--- config.mk ---
export PLATFORM = sky130hd
export DESIGN_NAME = multicycle_ctrl
export DESIGN_NICKNAME = d
export VERILOG_FILES = /design/src/rtl/rv_ctrl_pkg.sv /design/src/rtl/rv_main_decoder.sv /design/src/rtl/multicycle_ctrl.sv
export SDC_FILE = /design/constraint.sdc
export NUM_CORES = 1
export LEC_CHECK = 0
export CAP_MARGIN = 15
export CORE_MARGIN = 3
export CORE_UTILIZATION = 32
export DETAILED_ROUTE_END_ITERATION = 10
export PLACE_DENSITY = 0.85
export SLEW_MARGIN = 25
export SYNTH_ARGS = -nofsm -noshare
export SYNTH_HDL_FRONTEND = slang
export SYNTH_SLANG_ARGS = --single-unit
--- constraint.sdc ---
create_clock -name clk -period 1.6 [get_ports clk]
set_input_delay 0.16 -clock clk [delete_from_list [all_inputs] [get_ports clk]]
set_output_delay 0.16 -clock clk [all_outputs]
set_load 0.01 [all_outputs]
--- src/rtl/rv_ctrl_pkg.sv ---
// rtl/rv_ctrl_pkg.sv - shared encodings for the RV32I multicycle control path
// Purpose: opcode constants, ImmSel/ALUSel/WBSel encodings, FSM state and
//          instruction-class enums, plus the funct3/funct7 -> ALU op helper.
// Ports:   none (package)
package rv_ctrl_pkg;

    localparam logic [6:0] OPC_LOAD   = 7'b0000011;
    localparam logic [6:0] OPC_OPIMM  = 7'b0010011;
    localparam logic [6:0] OPC_AUIPC  = 7'b0010111;
    localparam logic [6:0] OPC_STORE  = 7'b0100011;
    localparam logic [6:0] OPC_OP     = 7'b0110011;
    localparam logic [6:0] OPC_LUI    = 7'b0110111;
    localparam logic [6:0] OPC_BRANCH = 7'b1100011;
    localparam logic [6:0] OPC_JALR   = 7'b1100111;
    localparam logic [6:0] OPC_JAL    = 7'b1101111;

    localparam logic [2:0] IMM_R = 3'd0;
    localparam logic [2:0] IMM_I = 3'd1;
    localparam logic [2:0] IMM_S = 3'd2;
    localparam logic [2:0] IMM_B = 3'd3;
    localparam logic [2:0] IMM_U = 3'd4;
    localparam logic [2:0] IMM_J = 3'd5;

    localparam logic [3:0] ALU_ADD   = 4'd0;
    localparam logic [3:0] ALU_SUB   = 4'd1;
    localparam logic [3:0] ALU_SLL   = 4'd2;
    localparam logic [3:0] ALU_SLT   = 4'd3;
    localparam logic [3:0] ALU_SLTU  = 4'd4;
    localparam logic [3:0] ALU_XOR   = 4'd5;
    localparam logic [3:0] ALU_SRL   = 4'd6;
    localparam logic [3:0] ALU_SRA   = 4'd7;
    localparam logic [3:0] ALU_OR    = 4'd8;
    localparam logic [3:0] ALU_AND   = 4'd9;
    localparam logic [3:0] ALU_PASSB = 4'd10;

    localparam logic [1:0] WB_MDR = 2'd0;
    localparam logic [1:0] WB_ALU = 2'd1;
    localparam logic [1:0] WB_PC4 = 2'd2;

    typedef enum logic [2:0] {
        S_FETCH  = 3'd0,
        S_DECODE = 3'd1,
        S_EXEC   = 3'd2,
        S_MEM    = 3'd3,
        S_WB     = 3'd4,
        S_TRAP   = 3'd5
    } state_t;

    typedef enum logic [3:0] {
        CL_OP, CL_OPIMM, CL_LOAD, CL_STORE, CL_BRANCH,
        CL_LUI, CL_AUIPC, CL_JAL, CL_JALR, CL_ILLEGAL
    } iclass_t;

    // funct7[5] selects SUB only for register-register ops (ADDI has no SUB
    // form), but selects SRA for both shift-right flavours.
    function automatic logic [3:0] alu_from_funct(input logic [2:0] f3,
                                                  input logic       f7b5,
                                                  input logic       is_reg);
        logic [3:0] op;
        case (f3)
            3'd0:    op = (is_reg && f7b5) ? ALU_SUB : ALU_ADD;
            3'd1:    op = ALU_SLL;
            3'd2:    op = ALU_SLT;
            3'd3:    op = ALU_SLTU;
            3'd4:    op = ALU_XOR;
            3'd5:    op = f7b5 ? ALU_SRA : ALU_SRL;
            3'd6:    op = ALU_OR;
            default: op = ALU_AND;
        endcase
        return op;
    endfunction

endpackage

--- src/rtl/rv_main_decoder.sv ---
// rtl/rv_main_decoder.sv - combinational opcode/funct decode for the control FSM
// Purpose: classify the latched instruction and produce ImmSel, ALUSel, legal.
// Ports:   opcode/funct3/funct7_b5 in; iclass, imm_sel, alu_sel, legal out.
import rv_ctrl_pkg::*;

module rv_main_decoder (
    input  logic [6:0] opcode,
    input  logic [2:0] funct3,
    input  logic       funct7_b5,
    output iclass_t    iclass,
    output logic [2:0] imm_sel,
    output logic [3:0] alu_sel,
    output logic       legal
);

    always_comb begin
        iclass  = CL_ILLEGAL;
        imm_sel = IMM_R;
        alu_sel = ALU_ADD;
        case (opcode)
            OPC_OP: begin
                iclass  = CL_OP;
                alu_sel = alu_from_funct(funct3, funct7_b5, 1'b1);
            end
            OPC_OPIMM: begin
                iclass  = CL_OPIMM;
                imm_sel = IMM_I;
                alu_sel = alu_from_funct(funct3, funct7_b5, 1'b0);
            end
            OPC_LOAD: begin
                iclass  = CL_LOAD;
                imm_sel = IMM_I;
            end
            OPC_STORE: begin
                iclass  = CL_STORE;
                imm_sel = IMM_S;
            end
            OPC_BRANCH: begin
                // funct3 010/011 has no branch meaning
                if (funct3[2:1] != 2'b01) begin
                    iclass  = CL_BRANCH;
                    imm_sel = IMM_B;
                end
            end
            OPC_LUI: begin
                iclass  = CL_LUI;
                imm_sel = IMM_U;
                alu_sel = ALU_PASSB;
            end
            OPC_AUIPC: begin
                iclass  = CL_AUIPC;
                imm_sel = IMM_U;
            end
            OPC_JAL: begin
                iclass  = CL_JAL;
                imm_sel = IMM_J;
            end
            OPC_JALR: begin
                iclass  = CL_JALR;
                imm_sel = IMM_I;
            end
            default: ;
        endcase
    end

    assign legal = (iclass != CL_ILLEGAL);

endmodule

--- src/rtl/multicycle_ctrl.sv ---
// rtl/multicycle_ctrl.sv - FETCH/DECODE/EXEC/MEM/WB control FSM for the RV32I multicycle core
// Purpose: sequences the datapath; outputs are combinational from state and Instr.
// Ports:   clk, rst_n, Instr, BrEq, BrLT, MemReady in; MemReq, MemRW, IorD,
//          IRWrite, MDRWrite, PCWrite, PCSel, ImmSel, ASel, BSel, ALUSel, BrUn,
//          RegWEn, WBSel, State out; Trap out when MULTICYCLE_CTRL_TRAP_EN is defined
//          (illegal opcodes then lock in TRAP instead of acting as NOP).
import rv_ctrl_pkg::*;

module multicycle_ctrl #(
    parameter logic [2:0] RESET_STATE = 3'd0
) (
    input  logic        clk,
    input  logic        rst_n,
    input  logic [31:0] Instr,
    input  logic        BrEq,
    input  logic        BrLT,
    input  logic        MemReady,
    output logic        MemReq,
    output logic        MemRW,
    output logic        IorD,
    output logic        IRWrite,
    output logic        MDRWrite,
    output logic        PCWrite,
    output logic        PCSel,
    output logic [2:0]  ImmSel,
    output logic        ASel,
    output logic        BSel,
    output logic [3:0]  ALUSel,
    output logic        BrUn,
    output logic        RegWEn,
    output logic [1:0]  WBSel,
    output logic [2:0]  State
`ifdef MULTICYCLE_CTRL_TRAP_EN
    ,
    output logic        Trap
`endif
);

    state_t     state;
    iclass_t    dec_class;
    logic [2:0] dec_imm;
    logic [3:0] dec_alu;
    logic       dec_legal;
    logic       ex_asel;
    logic       ex_bsel;
    logic       taken;
    logic       unused_instr;

    assign unused_instr = ^{Instr[31], Instr[29:15], Instr[11:7]};

    rv_main_decoder u_dec (
        .opcode    (Instr[6:0]),
        .funct3    (Instr[14:12]),
        .funct7_b5 (Instr[30]),
        .iclass    (dec_class),
        .imm_sel   (dec_imm),
        .alu_sel   (dec_alu),
        .legal     (dec_legal)
    );

    // Operand selects chosen in EXEC; MEM and WB repeat them so the ALU
    // result (address or jump target) stays valid on the combinational datapath.
    always_comb begin
        ex_asel = 1'b0;
        ex_bsel = 1'b1;
        case (dec_class)
            CL_OP:                       ex_bsel = 1'b0;
            CL_AUIPC, CL_BRANCH, CL_JAL: ex_asel = 1'b1;
            default: ;
        endcase
    end

    always_comb begin
        case (Instr[14:12])
            3'b000:         taken = BrEq;
            3'b001:         taken = !BrEq;
            3'b100, 3'b110: taken = BrLT;
            default:        taken = !BrLT;
        endcase
    end

    always_ff @(posedge clk or negedge rst_n) begin
        if (!rst_n) begin
            state <= state_t'(RESET_STATE);
        end else begin
            case (state)
                S_FETCH:  if (MemReady) state <= S_DECODE;
                S_DECODE: state <= S_EXEC;
                S_EXEC: begin
                    if (!dec_legal) begin
`ifdef MULTICYCLE_CTRL_TRAP_EN
                        state <= S_TRAP;
`else
                        state <= S_FETCH;
`endif
                    end else if (dec_class == CL_BRANCH) begin
                        state <= S_FETCH;
                    end else if (dec_class == CL_LOAD || dec_class == CL_STORE) begin
                        state <= S_MEM;
                    end else begin
                        state <= S_WB;
                    end
                end
                S_MEM: if (MemReady) state <= (dec_class == CL_STORE) ? S_FETCH : S_WB;
                S_WB:  state <= S_FETCH;
`ifdef MULTICYCLE_CTRL_TRAP_EN
                S_TRAP: state <= S_TRAP;
`endif
                default: state <= S_FETCH;
            endcase
        end
    end

    assign State = state;

    always_comb begin
        MemReq   = 1'b0;
        MemRW    = 1'b0;
        IorD     = 1'b0;
        IRWrite  = 1'b0;
        MDRWrite = 1'b0;
        PCWrite  = 1'b0;
        PCSel    = 1'b0;
        ImmSel   = IMM_R;
        ASel     = 1'b0;
        BSel     = 1'b0;
        ALUSel   = ALU_ADD;
        BrUn     = 1'b0;
        RegWEn   = 1'b0;
        WBSel    = WB_MDR;
`ifdef MULTICYCLE_CTRL_TRAP_EN
        Trap     = 1'b0;
`endif
        // During reset every output is held low, independent of the clock.
        if (rst_n) begin
            case (state)
                S_FETCH: begin
                    MemReq  = 1'b1;
                    IRWrite = MemReady;
                end
                S_DECODE: ImmSel = dec_imm;
                S_EXEC: begin
                    if (!dec_legal) begin
`ifndef MULTICYCLE_CTRL_TRAP_EN
                        PCWrite = 1'b1;
`endif
                    end else begin
                        ImmSel = dec_imm;
                        ASel   = ex_asel;
                        BSel   = ex_bsel;
                        ALUSel = dec_alu;
                        if (dec_class == CL_BRANCH) begin
                            BrUn    = Instr[13];
                            PCWrite = 1'b1;
                            PCSel   = taken;
                        end
                    end
                end
                S_MEM: begin
                    MemReq = 1'b1;
                    IorD   = 1'b1;
                    MemRW  = (dec_class == CL_STORE);
                    ImmSel = dec_imm;
                    ASel   = ex_asel;
                    BSel   = ex_bsel;
                    ALUSel = dec_alu;
                    if (MemReady) begin
                        if (dec_class == CL_STORE) PCWrite  = 1'b1;
                        else                       MDRWrite = 1'b1;
                    end
                end
                S_WB: begin
                    RegWEn  = 1'b1;
                    PCWrite = 1'b1;
                    ImmSel  = dec_imm;
                    ASel    = ex_asel;
                    BSel    = ex_bsel;
                    ALUSel  = dec_alu;
                    if (dec_class == CL_LOAD) begin
                        WBSel = WB_MDR;
                    end else if (dec_class == CL_JAL || dec_class == CL_JALR) begin
                        WBSel = WB_PC4;
                        PCSel = 1'b1;
                    end else begin
                        WBSel = WB_ALU;
                    end
                end
`ifdef MULTICYCLE_CTRL_TRAP_EN
                S_TRAP: Trap = 1'b1;
`endif
                default: ;
            endcase
        end
    end

endmodule

==> results.cfg <==
[run_status]
outcome = complete, but fails checks
violations = negative setup slack

[yosys]
ys_types = 41
syn_area_um2 = 717
ys_warn_count = 0
synthArstFlopShare_pct = 100
synth_xor_area_share_pct = 2.44
ys.flop_type = dfrtp_1
synth_nets = 147
synth_mux_area_share_pct = 2.97
seq_area_frac_synth_pct = 10.5
syn-instance-count = 110
synth_seq_cells = 3
synthAdderAreaFrac_pct = 0
synth-edff-count = 0
synth_area_per_cell_um2 = 6.52
synth_top_family_by_area = simple AND/OR/NAND/NOR gates
synth_simple_gate_area_share_pct = 45.9
synth_compound_gate_area_share_pct = 28.8

[cts]
clock-sinks = 3
cts_buffers = 3
cts_tree = built
clk_pin_slew_ns = 0.05
cts-root-buf = clkbuf_4
cts_buffer_depth = 2
worstSkewPairLatency_ns = 0.26
hold_buffers = 0
ctsHtreeMaxLevel = 1

[floorplanning]
die-area_um2 = 2840
coreArea_um2 = 2040
rows = 16
die_width_um = 53.3
start_util_pct = 35.1
pin_count = 60
dieHeight_um = 53.3

[worst_setup_path]
worst_r2r_path_depth = 5
required_ns = 1.44
crit_arrival_ns = 1.66
worstReg2RegEnd = State[2]
endpoint = ImmSel[1]
crit_chain = nand4bb_4 > a31oi_4 > buf_6 > a21oi_4 > a21oi_2 > buf_2
rrSetupSlack_ns = 0.32
slowest_stage = dfrtp_1
timing.rr.start = State[0]
worst-path-max-fanout = 3
critical_path.endpoint_type = output pin
critPathKind = reg2out
critPathLaunchType = register
slowest_delay_ns = 0.41
crit_start = State[0]

[job]
max_cap_viol_count = 0

[place]
hpwl_um = 2460
io_buffers = 38
pre_cts_ws_ns = -0.773
gp_congestion = 0.885
dp_cells = 212

[timing]
fmax_mhz = 549
rsz0062_at_grt = yes
tightest_slew_ns = 0.401
hold_viol = 0
skew_ns = 0.000451
setup_viol = 18
holdWs_ns = 0.229
slew_viol_final = 0
setup_ws_ns = -0.223
slew_headroom_pct = 73.3
finalCriticalPeriod_ns = 1.82
post-route-period-util_pct = 114

[grt]
track_usage_pct = 32.3
overflow = 0
grt_pass1_wl_um = 6600
first_global_vias = 1334
grt_antenna_before_repair = 0
grt_max_degree = 9

[drt]
via_per_inst = 5.87
vias = 1356
drc = 0
drt_wl_total_um = 4700
drtAntennaViolNets = 0
drt-wirelength-per-cell_um = 20.3
first_pass_iters = 5
dr.first_iter.drc_count = 47

[power]
p_per_area_nw_per_um2 = 891
vdd_drop_max_mv = 1.16
leakagePower_nw = 0.824

[layout]
layout.cells.non_filler = 231
syn_to_final_growth_pct = 145
fin_util_pct = 86.0
num_antenna_cells = 0
largest_reg_flops = 3
mostFrequentLayoutCells = buf_4 (49), buf_2 (19), buf_6 (17)
finalNetCount = 242
final_common_cell = buf_4
fill_cells = 123
drive_gt1_share_pct = 64.7

[hold_path]
min_path_type = in2async
worst max-delay path: cells and delay by family (launching register included):
kind            cells  cell delay [ns]
compound gates      3             0.42
flops               1             0.41
simple gates        1             0.28
buf+inv             2             0.28
metal layers:
metal	part of all wire, %	track usage, %	vias to the layer above
met5	0	0	-
met3	8.9	5.92	21
met4	3.6	14.5	0
met1	37	39.0	648
li1	-	-	591
met2	51	54.5	96
what timing repair did:
item / CTS / global route
gates resized for setup: 132 / 32
pin swaps: 15 / 14
buffers inserted: 13 / 4
setup endpoints to repair: 22 / 21
final cells by class:
type / count / area [um^2] / area share, %
Timing Repair Buffer: 100 / 801 / 45.6
Inverter: 5 / 21.3 / 1.21
Tap cell: 27 / 33.8 / 1.92
Sequential cell: 3 / 77.6 / 4.42
Multi-Input combinational cell: 92 / 796 / 45.3
Clock buffer: 4 / 26.3 / 1.50
report_power, final:
part,total (mW),internal [mW],switching [mW]
clock,0.160,0.0951,0.0647
combinational,1.24,0.665,0.573
sequential,0.167,0.112,0.0552
logic make-up after synthesis:
logic type / Yosys count
and+or+nand+nor: 58
AOI/OAI and AO/OA: 30
buffers and inverters: 15
DFF: 3
xor gates and xnor gates: 2
muxes: 2
cell usage after synthesis (3+ instances only):
| cell | count | area (um^2) |
|---|---|---|
| a21oi_1 | 10 | 50.1 |
| buf_2 | 6 | 30.0 |
| nor2_1 | 9 | 33.8 |
| o21ai_0 | 6 | 30.0 |
| and2_1 | 3 | 18.8 |
| clkbuf_1 | 3 | 11.3 |
| nor3_1 | 5 | 25.0 |
| nor2b_1 | 5 | 31.3 |
| nand2b_1 | 4 | 25.0 |
| inv_1 | 5 | 18.8 |
| nand3_1 | 6 | 30.0 |
| dfrtp_1 | 3 | 75.1 |
| nand2_1 | 13 | 48.8 |
worst min-delay path by stage:
stage               slack, ns       end
global placement         0.58  State[2]
detailed placement       0.60  State[2]
CTS                      0.19  State[2]
floorplan               -0.14  State[0]
finish                   0.23  State[0]
global route             0.25  State[1]
per-stage QoR:
stage	instance area, um^2	TNS, ns	total power, mW
after floorplan	748	0	0.522
after global placement	1470	-11.75	0.957
after detailed placement	1470	-12.82	0.989
after CTS	1640	-1.27	1.33
after global routing	1760	-3.09	1.63
final	1760	-2.29	1.56
(Power assumes the default switching activity.)
